**config.mk**
```make
export PLATFORM = sky130hd
export DESIGN_NAME = four_to_two_serial_encoder_flat
export DESIGN_NICKNAME = d
export VERILOG_FILES = /design/src/rtl/four_to_two_serial_encoder_pkg.sv /design/src/rtl/four_to_two_serial_encoder_if.sv /design/src/rtl/four_to_two_serial_encoder_prio_enc_lsb.sv /design/src/rtl/four_to_two_serial_encoder.sv /design/src/flat_wrapper.sv
export SDC_FILE = /design/constraint.sdc
export NUM_CORES = 1
export LEC_CHECK = 0
export ABC_AREA = 1
export BUFFER_PORTS_ARGS = -buffer_cell sky130_fd_sc_hd__buf_2
export CAP_MARGIN = 20
export CORE_AREA = 2 2 39 41
export CTS_BUF_LIST = sky130_fd_sc_hd__clkbuf_4 sky130_fd_sc_hd__clkbuf_8 sky130_fd_sc_hd__clkbuf_16
export CTS_CLUSTER_DIAMETER = 80
export CTS_CLUSTER_SIZE = 25
export DETAILED_ROUTE_END_ITERATION = 12
export DIE_AREA = 0 0 41 43
export PLACE_DENSITY = 0.51
export SKIP_LAST_GASP = 1
export SLEW_MARGIN = 20
export SYNTH_ARGS = -nofsm -noshare
export SYNTH_HDL_FRONTEND = slang
export SYNTH_SLANG_ARGS = --single-unit
```
**constraint.sdc**
```tcl
create_clock -name clk -period 1 [get_ports clk]
set_input_delay 0.1 -clock clk [delete_from_list [all_inputs] [get_ports clk]]
set_output_delay 0.1 -clock clk [all_outputs]
set_load 0.01 [all_outputs]
```
**src/rtl/four_to_two_serial_encoder_pkg.sv**
```systemverilog
// four_to_two_enc_pkg: shared width constants and FSM state type for the serial encoder
package four_to_two_enc_pkg;
    localparam int ENC_N = 4;
    localparam int ENC_W = $clog2(ENC_N);
    typedef enum logic {IDLE, DRAIN} state_t;
endpackage

```
**src/rtl/four_to_two_serial_encoder_if.sv**
```systemverilog
// four_to_two_serial_encoder_if: request-in / index-out handshake bundle
interface four_to_two_serial_encoder_if #(parameter int N = four_to_two_enc_pkg::ENC_N);
    logic                 en;
    logic [N-1:0]         in_vec;
    logic                 in_valid;
    logic                 in_ready;
    logic [$clog2(N)-1:0] out_idx;
    logic                 out_valid;
    logic                 out_ready;
    logic                 out_last;
    logic                 err_zero;
    modport master (output en, in_vec, in_valid, out_ready,
                    input  in_ready, out_idx, out_valid, out_last, err_zero);
    modport slave  (input  en, in_vec, in_valid, out_ready,
                    output in_ready, out_idx, out_valid, out_last, err_zero);
endinterface

```
**src/rtl/four_to_two_serial_encoder_prio_enc_lsb.sv**
```systemverilog
// prio_enc_lsb: find-first-set from bit 0, plus the vector with that bit cleared and a last-bit flag
module prio_enc_lsb #(
    parameter int N = 4,
    parameter int W = $clog2(N)
) (
    input  logic [N-1:0] vec,
    output logic [W-1:0] idx,
    output logic         last,
    output logic [N-1:0] rest
);
    always_comb begin
        idx = '0;
        for (int i = N - 1; i >= 0; i--)
            if (vec[i]) idx = W'(i);
        rest = vec & ~(N'(1) << idx);
        last = |vec && !(|rest);
    end
endmodule

```
**src/rtl/four_to_two_serial_encoder.sv**
```systemverilog
// four_to_two_serial_encoder: serialises every set bit of a request vector as a binary index, lowest first
module four_to_two_serial_encoder
    import four_to_two_enc_pkg::*;
(
    input logic clk,
    input logic rst,
    four_to_two_serial_encoder_if.slave bus
);
    state_t             state;
    logic [ENC_N-1:0]   pending;
    logic [ENC_N-1:0]   rest;
    logic [ENC_W-1:0]   idx;
    logic               last;
    prio_enc_lsb #(.N(ENC_N)) u_pe (.vec(pending), .idx(idx), .last(last), .rest(rest));
    // pending is only non-zero in DRAIN, so idx/last read 0 while idle
    assign bus.out_idx  = idx;
    assign bus.out_last = last;
    assign bus.in_ready = bus.en && state == IDLE;
    always_ff @(posedge clk) begin
        if (rst) begin
            state         <= IDLE;
            pending       <= '0;
            bus.out_valid <= 1'b0;
            bus.err_zero  <= 1'b0;
        end else begin
            bus.err_zero <= 1'b0;
            if (bus.en && state == IDLE && bus.in_valid) begin
                if (|bus.in_vec) begin
                    pending       <= bus.in_vec;
                    state         <= DRAIN;
                    bus.out_valid <= 1'b1;
                end else begin
                    bus.err_zero <= 1'b1;
                end
            end else if (bus.en && state == DRAIN && bus.out_ready) begin
                pending <= rest;
                if (last) begin
                    state         <= IDLE;
                    bus.out_valid <= 1'b0;
                end
            end
        end
    end
endmodule

```
**src/flat_wrapper.sv**
```systemverilog
// flat-port wrapper written by rule: the top's interface ports become plain ports
module four_to_two_serial_encoder_flat import four_to_two_enc_pkg::*;
  (clk, rst, bus_en, bus_in_vec, bus_in_valid, bus_out_ready, bus_in_ready, bus_out_idx, bus_out_valid, bus_out_last, bus_err_zero);
  four_to_two_serial_encoder_if #(.N(4)) bus_i ();
  input logic clk;
  input logic rst;
  input wire logic [$bits(bus_i.en)-1:0] bus_en;
  input wire logic [$bits(bus_i.in_vec)-1:0] bus_in_vec;
  input wire logic [$bits(bus_i.in_valid)-1:0] bus_in_valid;
  input wire logic [$bits(bus_i.out_ready)-1:0] bus_out_ready;
  output wire logic [$bits(bus_i.in_ready)-1:0] bus_in_ready;
  output wire logic [$bits(bus_i.out_idx)-1:0] bus_out_idx;
  output wire logic [$bits(bus_i.out_valid)-1:0] bus_out_valid;
  output wire logic [$bits(bus_i.out_last)-1:0] bus_out_last;
  output wire logic [$bits(bus_i.err_zero)-1:0] bus_err_zero;
  assign bus_i.en = bus_en;
  assign bus_i.in_vec = bus_in_vec;
  assign bus_i.in_valid = bus_in_valid;
  assign bus_i.out_ready = bus_out_ready;
  assign bus_in_ready = bus_i.in_ready;
  assign bus_out_idx = bus_i.out_idx;
  assign bus_out_valid = bus_i.out_valid;
  assign bus_out_last = bus_i.out_last;
  assign bus_err_zero = bus_i.err_zero;
  four_to_two_serial_encoder u_core (.clk(clk), .rst(rst), .bus(bus_i));
endmodule
```
Word level (Yosys, flattened, before mapping)
Index checks and enable logic that the tools add are counted.
Widths: inputs -> output; s select.
{ "totals": {"reg_bits": 6, "latchBits": 0, "ramBits": 0, "mem_bits_ro": 0, "in_bits": 9, "out_inout_bits": 6, "elab_cells": 35, "mem_count": 0} }
{ "classes": {"n_addsub": 0, "multipliers": 0, "div_mod_pow": 0, "n_lt_le_gt_ge": 0, "n_eq_ne": 1, "n_shift": 1, "muxes": 12, "bitwise": 4, "n_reduce_logical": 14} }
{ "ops": {"columns": ["operator", "count"], "rows": [
  ["$mux 4", 3],
  ["$reduce_or 4->1", 3],
  ["$mux 2", 4],
  ["$logic_and 1x1->1", 5],
  ["$mux 1", 5],
  ["$and 4x4->4", 1],
  ["$not 4->4", 1],
  ["$reduce_bool 2->1", 2],
  ["$shl 1x2->4 const A", 1],
  ["$reduce_and 3->1", 1],
  ["$ne 2x2->1 const B", 1],
  ["$not 1->1", 2],
  ["$reduce_and 2->1", 1],
  ["$reduce_or 2->1", 1],
  ["$logic_not 1->1", 1]
]} }

Logic depth before layout (Yosys ltp)
{ "logic_depth": {"ltp_word": 13, "mapped_depth": 8, "ltp_nobuf": 8} }

Hierarchy
Synthesis repeated with hierarchy kept, for this count alone.
{ "unflattened": {"hier_cells": 77, "hier_area_um2": 459.2} }
{ "modules_own_cells": {"columns": ["module", "instances", "cells_each", "area_each_um2", "seq_area_each_um2"], "rows": [
  ["four_to_two_serial_encoder", 1, 58, 366.6, 120.1],
  ["prio_enc_lsb", 1, 19, 92.6, 0.0]
]} }

Worst setup path before layout
Ideal clock, no wire load.
{ "synth_timing": {"path_type": "register to register", "start": "reg u_core.state", "end": "reg u_core.pending[0]", "setup_ns": 0.066, "t_arrival_ns": 0.949, "required_time_ns": 0.934, "path_slack_ns": -0.015, "path_stages_with_launch": 7, "n_path_buf": 0, "period_less_slack_ns": 1.015, "cell_sequence": "dfxtp_1 > nor2_4 > nand2_4 > inv_8 > a21oi_4 > nand2_2 > a21oi_2"} }
{ "synth_between": {"elab_chain_len": 5, "elab_cells_between_ends": 9, "classes_between": "eq/ne (1); mux (1); bitwise (1); reduce/logical (6)"} }
{ "synth_rtl": {"columns": ["element", "line", "text"], "rows": [
  ["from (decl)", "four_to_two_serial_encoder.sv:9", "state_t state;"],
  ["from (signal assigned)", "four_to_two_serial_encoder.sv:21", "state <= IDLE;"],
  ["from (signal assigned)", "four_to_two_serial_encoder.sv:30", "state <= DRAIN;"],
  ["from (signal assigned)", "four_to_two_serial_encoder.sv:38", "state <= IDLE;"],
  ["$not 1->1 (*)", null, null],
  ["$logic_and 1x1->1 (*)", null, null],
  ["net bus_in_ready", "flat_wrapper.sv:11", "output wire logic [$bits(bus_i.in_ready)-1:0] bus_in_ready;"],
  ["$logic_and 1x1->1 (*)", "four_to_two_serial_encoder.sv:27", "if (bus.en && state == IDLE && bus.in_valid) begin"],
  ["$ne 2x2->1 (no source line) or $reduce_bool 2->1 (tied branches)", null, null],
  ["$reduce_and 2->1 (no source line)", null, null],
  ["to (signal assigned)", "four_to_two_serial_encoder.sv:29", "pending <= bus.in_vec;"],
  ["to (signal assigned)", "four_to_two_serial_encoder.sv:36", "pending <= rest;"],
  ["to (decl)", "four_to_two_serial_encoder.sv:10", "logic [ENC_N-1:0] pending;"]
]} }
The timed path passes the listed nets; every way through them passes the cells marked *.
A chain may end at the register's enable or synchronous reset.

Final worst setup path
{ "layout_timing": {"start": "reg u_core.pending[0]", "end": "out bus_out_last"} }
{ "layout_between": {"elab_chain_len": 7, "elab_cells_between_ends": 8, "classes_between": "shift (1); mux (1); bitwise (2); reduce/logical (4)"} }
{ "layout_rtl": {"columns": ["element", "line", "text"], "rows": [
  ["$mux 2", "four_to_two_serial_encoder_prio_enc_lsb.sv:14", "if (vec[i]) idx = W'(i);"],
  ["$shl 1x2->4", "four_to_two_serial_encoder_prio_enc_lsb.sv:15", "rest = vec & ~(N'(1) << idx);"],
  ["$not 4->4", "four_to_two_serial_encoder_prio_enc_lsb.sv:15", null],
  ["$and 4x4->4", "four_to_two_serial_encoder_prio_enc_lsb.sv:15", null],
  ["$reduce_or 4->1", "four_to_two_serial_encoder_prio_enc_lsb.sv:16", "last = |vec && !(|rest);"],
  ["$logic_not 1->1", "four_to_two_serial_encoder_prio_enc_lsb.sv:16", null],
  ["$logic_and 1x1->1 (*)", "four_to_two_serial_encoder_prio_enc_lsb.sv:16", null],
  ["to (decl)", "flat_wrapper.sv:14", "output wire logic [$bits(bus_i.out_last)-1:0] bus_out_last;"]
]} }
Mark *: on every way between the ends. The rest lies on a longest branch, timed or not.

==> run_summary.xml <==
<?xml version="1.0" encoding="UTF-8"?>
<metrics>
  <group name="critical_path">
    <metric name="cp.required" unit="ns">0.90</metric>
    <metric name="critical-path-top-delay-family" unit="">flip-flops</metric>
    <metric name="timing.critical_path.slowest_cell_delay" unit="ns">0.36</metric>
    <metric name="crit_slowest_cell" unit="">dfxtp_4</metric>
    <metric name="crit_path_cell_trace" unit="">nand2_1 &gt; nand3_2 &gt; a21oi_2 &gt; buf_2</metric>
    <metric name="critPathArrivalTime" unit="ns">1.09</metric>
    <metric name="critPathBufInv" unit="">1</metric>
    <metric name="cp_max_fo" unit="">5</metric>
    <metric name="critical_path.endpoint_type" unit="">output port</metric>
    <metric name="setup.worst_path.start_class" unit="">flop</metric>
    <metric name="critPathKind" unit="">reg2out</metric>
  </group>
  <group name="yosys">
    <metric name="synth_top_cell_area_share" unit="">0.3057</metric>
    <metric name="synth.ff_latch_count" unit="">6</metric>
    <metric name="yosysSeqAreaShare" unit="">0.3057</metric>
    <metric name="most_used_standard_cell_by_instance_count_after_synthesis" unit="">nand2_1</metric>
    <metric name="syn_area" unit="µm²">392.9</metric>
    <metric name="async_reset_ff_frac" unit="">0</metric>
    <metric name="synth_edf_count" unit="">0</metric>
    <metric name="synth_top_cells_by_area" unit="">dfxtp_1 (31%), nand2_1 (11%), nor2_1 (8.6%)</metric>
    <metric name="synth-main-ff-cell" unit="">dfxtp_1</metric>
    <metric name="synth.yosys.warnings" unit="">0</metric>
    <metric name="postSynthCellCount" unit="">59</metric>
    <metric name="ys_top_cells_by_count" unit="">nand2_1 (12), nor2_1 (9), inv_1 (7)</metric>
    <metric name="yosys.cell_types.count" unit="">16</metric>
    <metric name="synth_area_per_cell" unit="µm²">6.659</metric>
    <metric name="netlist.top_cell.by_area" unit="">dfxtp_1</metric>
    <metric name="synth.net_count" unit="">68</metric>
  </group>
  <group name="floorplanning">
    <metric name="design.portCount" unit="">15</metric>
    <metric name="fp.coreArea" unit="µm²">1384</metric>
    <metric name="num_rows" unit="">14</metric>
    <metric name="floorplan.die_area" unit="µm²">1763</metric>
    <metric name="dieHeight" unit="µm">43</metric>
    <metric name="fp.dieW" unit="µm">41</metric>
    <metric name="initial_utilization" unit="">0.2839</metric>
  </group>
  <group name="clock_network">
    <metric name="clk_pin_slew" unit="ns">0.04</metric>
    <metric name="cts_sinks" unit="">6</metric>
    <metric name="tritoncts" unit="">yes</metric>
    <metric name="num_cts_buffers" unit="">3</metric>
    <metric name="insertion_delay" unit="ns">0.24</metric>
    <metric name="clock-root-buffer" unit="">clkbuf_4</metric>
    <metric name="clock_path_buffers" unit="">2</metric>
    <metric name="cts_hold_buffers" unit="">0</metric>
    <metric name="cts_max_level" unit="">1</metric>
  </group>
  <group name="route">
    <metric name="post_route_drc" unit="">0</metric>
    <metric name="detailroute.via_count" unit="">460</metric>
    <metric name="drt_first_pass_iters" unit="">4</metric>
    <metric name="drt-vias-per-instance" unit="">4.742</metric>
    <metric name="ant_nets" unit="">0</metric>
    <metric name="dr.first_iter.drc_count" unit="">5</metric>
    <metric name="detail_route.wirelength" unit="µm">991</metric>
    <metric name="wl_per_cell" unit="µm">10.22</metric>
  </group>
  <group name="sta">
    <metric name="period_minus_slack" unit="ns">1.188</metric>
    <metric name="timing.final.max_slew_violations" unit="">0</metric>
    <metric name="worst-slew-pin-transition" unit="ns">0.1777</metric>
    <metric name="final_count_of_hold_timing_violations" unit="">0</metric>
    <metric name="rsz0062_at_grt" unit="">yes</metric>
    <metric name="timing.clock.skew" unit="ns">0.005646</metric>
    <metric name="layout_setup_ws" unit="ns">-0.1878</metric>
    <metric name="layout_worst_path_cycle_share" unit="">1.188</metric>
    <metric name="fmax" unit="GHz">0.8419</metric>
    <metric name="worst_slew_margin_relative_to_its_limit" unit="">0.8812</metric>
    <metric name="setup_viol" unit="">5</metric>
  </group>
  <group name="placement">
    <metric name="placed_cells_incl_taps" unit="">90</metric>
    <metric name="dpl-instance-area" unit="µm²">491.7</metric>
    <metric name="dp_hpwl" unit="µm">690.4</metric>
    <metric name="buffer_ports.inserted" unit="">14</metric>
    <metric name="routabilityCongestion" unit="">0.7540</metric>
  </group>
  <group name="cells_and_area">
    <metric name="final_core_util" unit="">0.4331</metric>
    <metric name="fraction_of_layout_cells_with_a_size_suffix_above_1" unit="">0.6049</metric>
    <metric name="fillers" unit="">145</metric>
    <metric name="finalNetCount" unit="">92</metric>
    <metric name="layout-area-overhead-vs-synth" unit="%">52.55</metric>
    <metric name="area.sequential" unit="µm²">136.4</metric>
    <metric name="insertedDiodeCount" unit="">0</metric>
    <metric name="design_area" unit="µm²">599.3</metric>
    <metric name="fin_cells" unit="">97</metric>
    <metric name="multi_input_area" unit="µm²">271.5</metric>
  </group>
  <group name="pwr">
    <metric name="sw_frac_of_total" unit="">0.3182</metric>
    <metric name="p_sw" unit="mW">0.2316</metric>
    <metric name="total_leakage_power" unit="nW">0.2994</metric>
    <metric name="pwr-share-comb" unit="">0.328</metric>
    <metric name="power.clock.fraction" unit="">0.295</metric>
    <metric name="power_density_cells" unit="nW/µm²">1214</metric>
    <metric name="power.share.sequential" unit="">0.377</metric>
    <metric name="totalPowerFinal" unit="mW">0.7278</metric>
    <metric name="vdd_drop_max" unit="mV">0.6002</metric>
    <metric name="p_int" unit="mW">0.4963</metric>
  </group>
  <group name="global_routing">
    <metric name="grt-ovfl-total" unit="">0</metric>
    <metric name="via_count_of_the_first_global_routing_pass" unit="">384</metric>
    <metric name="wire_length_of_the_first_global_routing_pass" unit="µm">1393</metric>
    <metric name="all_layer_global_routing_usage" unit="">0.1237</metric>
    <metric name="grt_start_max_net_pins" unit="">9</metric>
    <metric name="grt_antenna_before_repair" unit="">0</metric>
  </group>
  <group name="status">
    <metric name="run_status" unit="">finished with violations</metric>
    <metric name="failed_checks" unit="">negative setup slack</metric>
  </group>
  <group name="flow_run">
    <metric name="max_cap_viol_count" unit="">0</metric>
  </group>
  <group name="worst_hold_path">
    <metric name="hold_path.class" unit="">in2reg</metric>
  </group>
</metrics>
layout make-up:
type                            count  area share
Timing Repair Buffer               19      0.1795
Sequential cell                     6      0.2276
Clock buffer                        3     0.03758
Inverter                            9     0.06889
Tap cell                           16     0.03340
Multi-Input combinational cell     44      0.4530
placed cells by master, fill, tap and decap left out, types with 2 or more instances in the layout:
master,n
nand2_4,3
a21oi_1,3
nand2_2,5
buf_2,14
dfxtp_4,4
clkbuf_4,3
inv_2,4
nor2_1,7
a21oi_2,2
inv_1,4
nand2_1,9
o21ai_1,5
nand3_1,2
nor2_4,2
buf_4,5
nand3_2,2
cells by family (layout without fill, tap and decap cells):
| logic type | after synthesis | after routing | share of synthesized area |
|---|---|---|---|
| buffers and inverters | 9 | 31 | 0.1051 |
| AO/OA/AOI/OAI | 12 | 12 | 0.1911 |
| flip-flops | 6 | 6 | 0.3057 |
| AND/OR/NAND/NOR | 32 | 32 | 0.3981 |
per-layer routing:
metal  share of wire  track usage
met5               0            0
met4           0.011      0.08000
met3           0.066      0.06283
met2            0.50       0.1875
met1            0.42       0.1262
power groups by stage:
stage	combinational [mW]	sequential, mW	clock (mW)
floorplan	0.118	0.275	0
global placement	0.184	0.277	0
detailed placement	0.182	0.278	0
CTS	0.210	0.276	0.227
global route	0.262	0.276	0.238
finish	0.239	0.274	0.215
state kept, by name, summed over array words and instances, names as in the netlist:
name and count:
u_core.bus.err_zero 1, u_core.pending 4, u_core.state 1
final timing paths:
check,cells after the start,slack (ns),end,startpoint
worst max register to register,7,-0.08,u_core.pending[3],u_core.pending[1]
worst min register to register,2,0.51,u_core.state,u_core.state
worst max-delay path,4,-0.19,bus_out_last,u_core.pending[0]
worst min-delay path,2,0.06,u_core.pending[0],rst
worst reg2reg max path: stages (launching register included):
cell	delay (ns)
dfxtp_4	0.35
inv_2	0.06
nand2_2	0.06
buf_4	0.14
o21ai_2	0.12
o21ai_1	0.07
nor2_1	0.12
nor2_1	0.06
timing repair:
item                                    CTS  global route
endpoints found under the setup margin    5             8
cloned                                    0             0
gates resized for setup                  12            12
endpoints found under the hold margin     0             0
setup buffers                             3             1
pin swaps                                 3             9
through the flow:
stage                     hold WS [ns]  setup WS, ns   TNS, ns
after floorplan                 0.1617       0.02292         0
after global placement          0.3172      -0.03348  -0.07304
after detailed placement        0.3130      -0.02084  -0.04202
after CTS                      0.04946       -0.1783   -0.3870
after global routing           0.06652       -0.2140   -0.8817
final                          0.06017       -0.1878   -0.3869
Power figures use the tool's default switching activity.
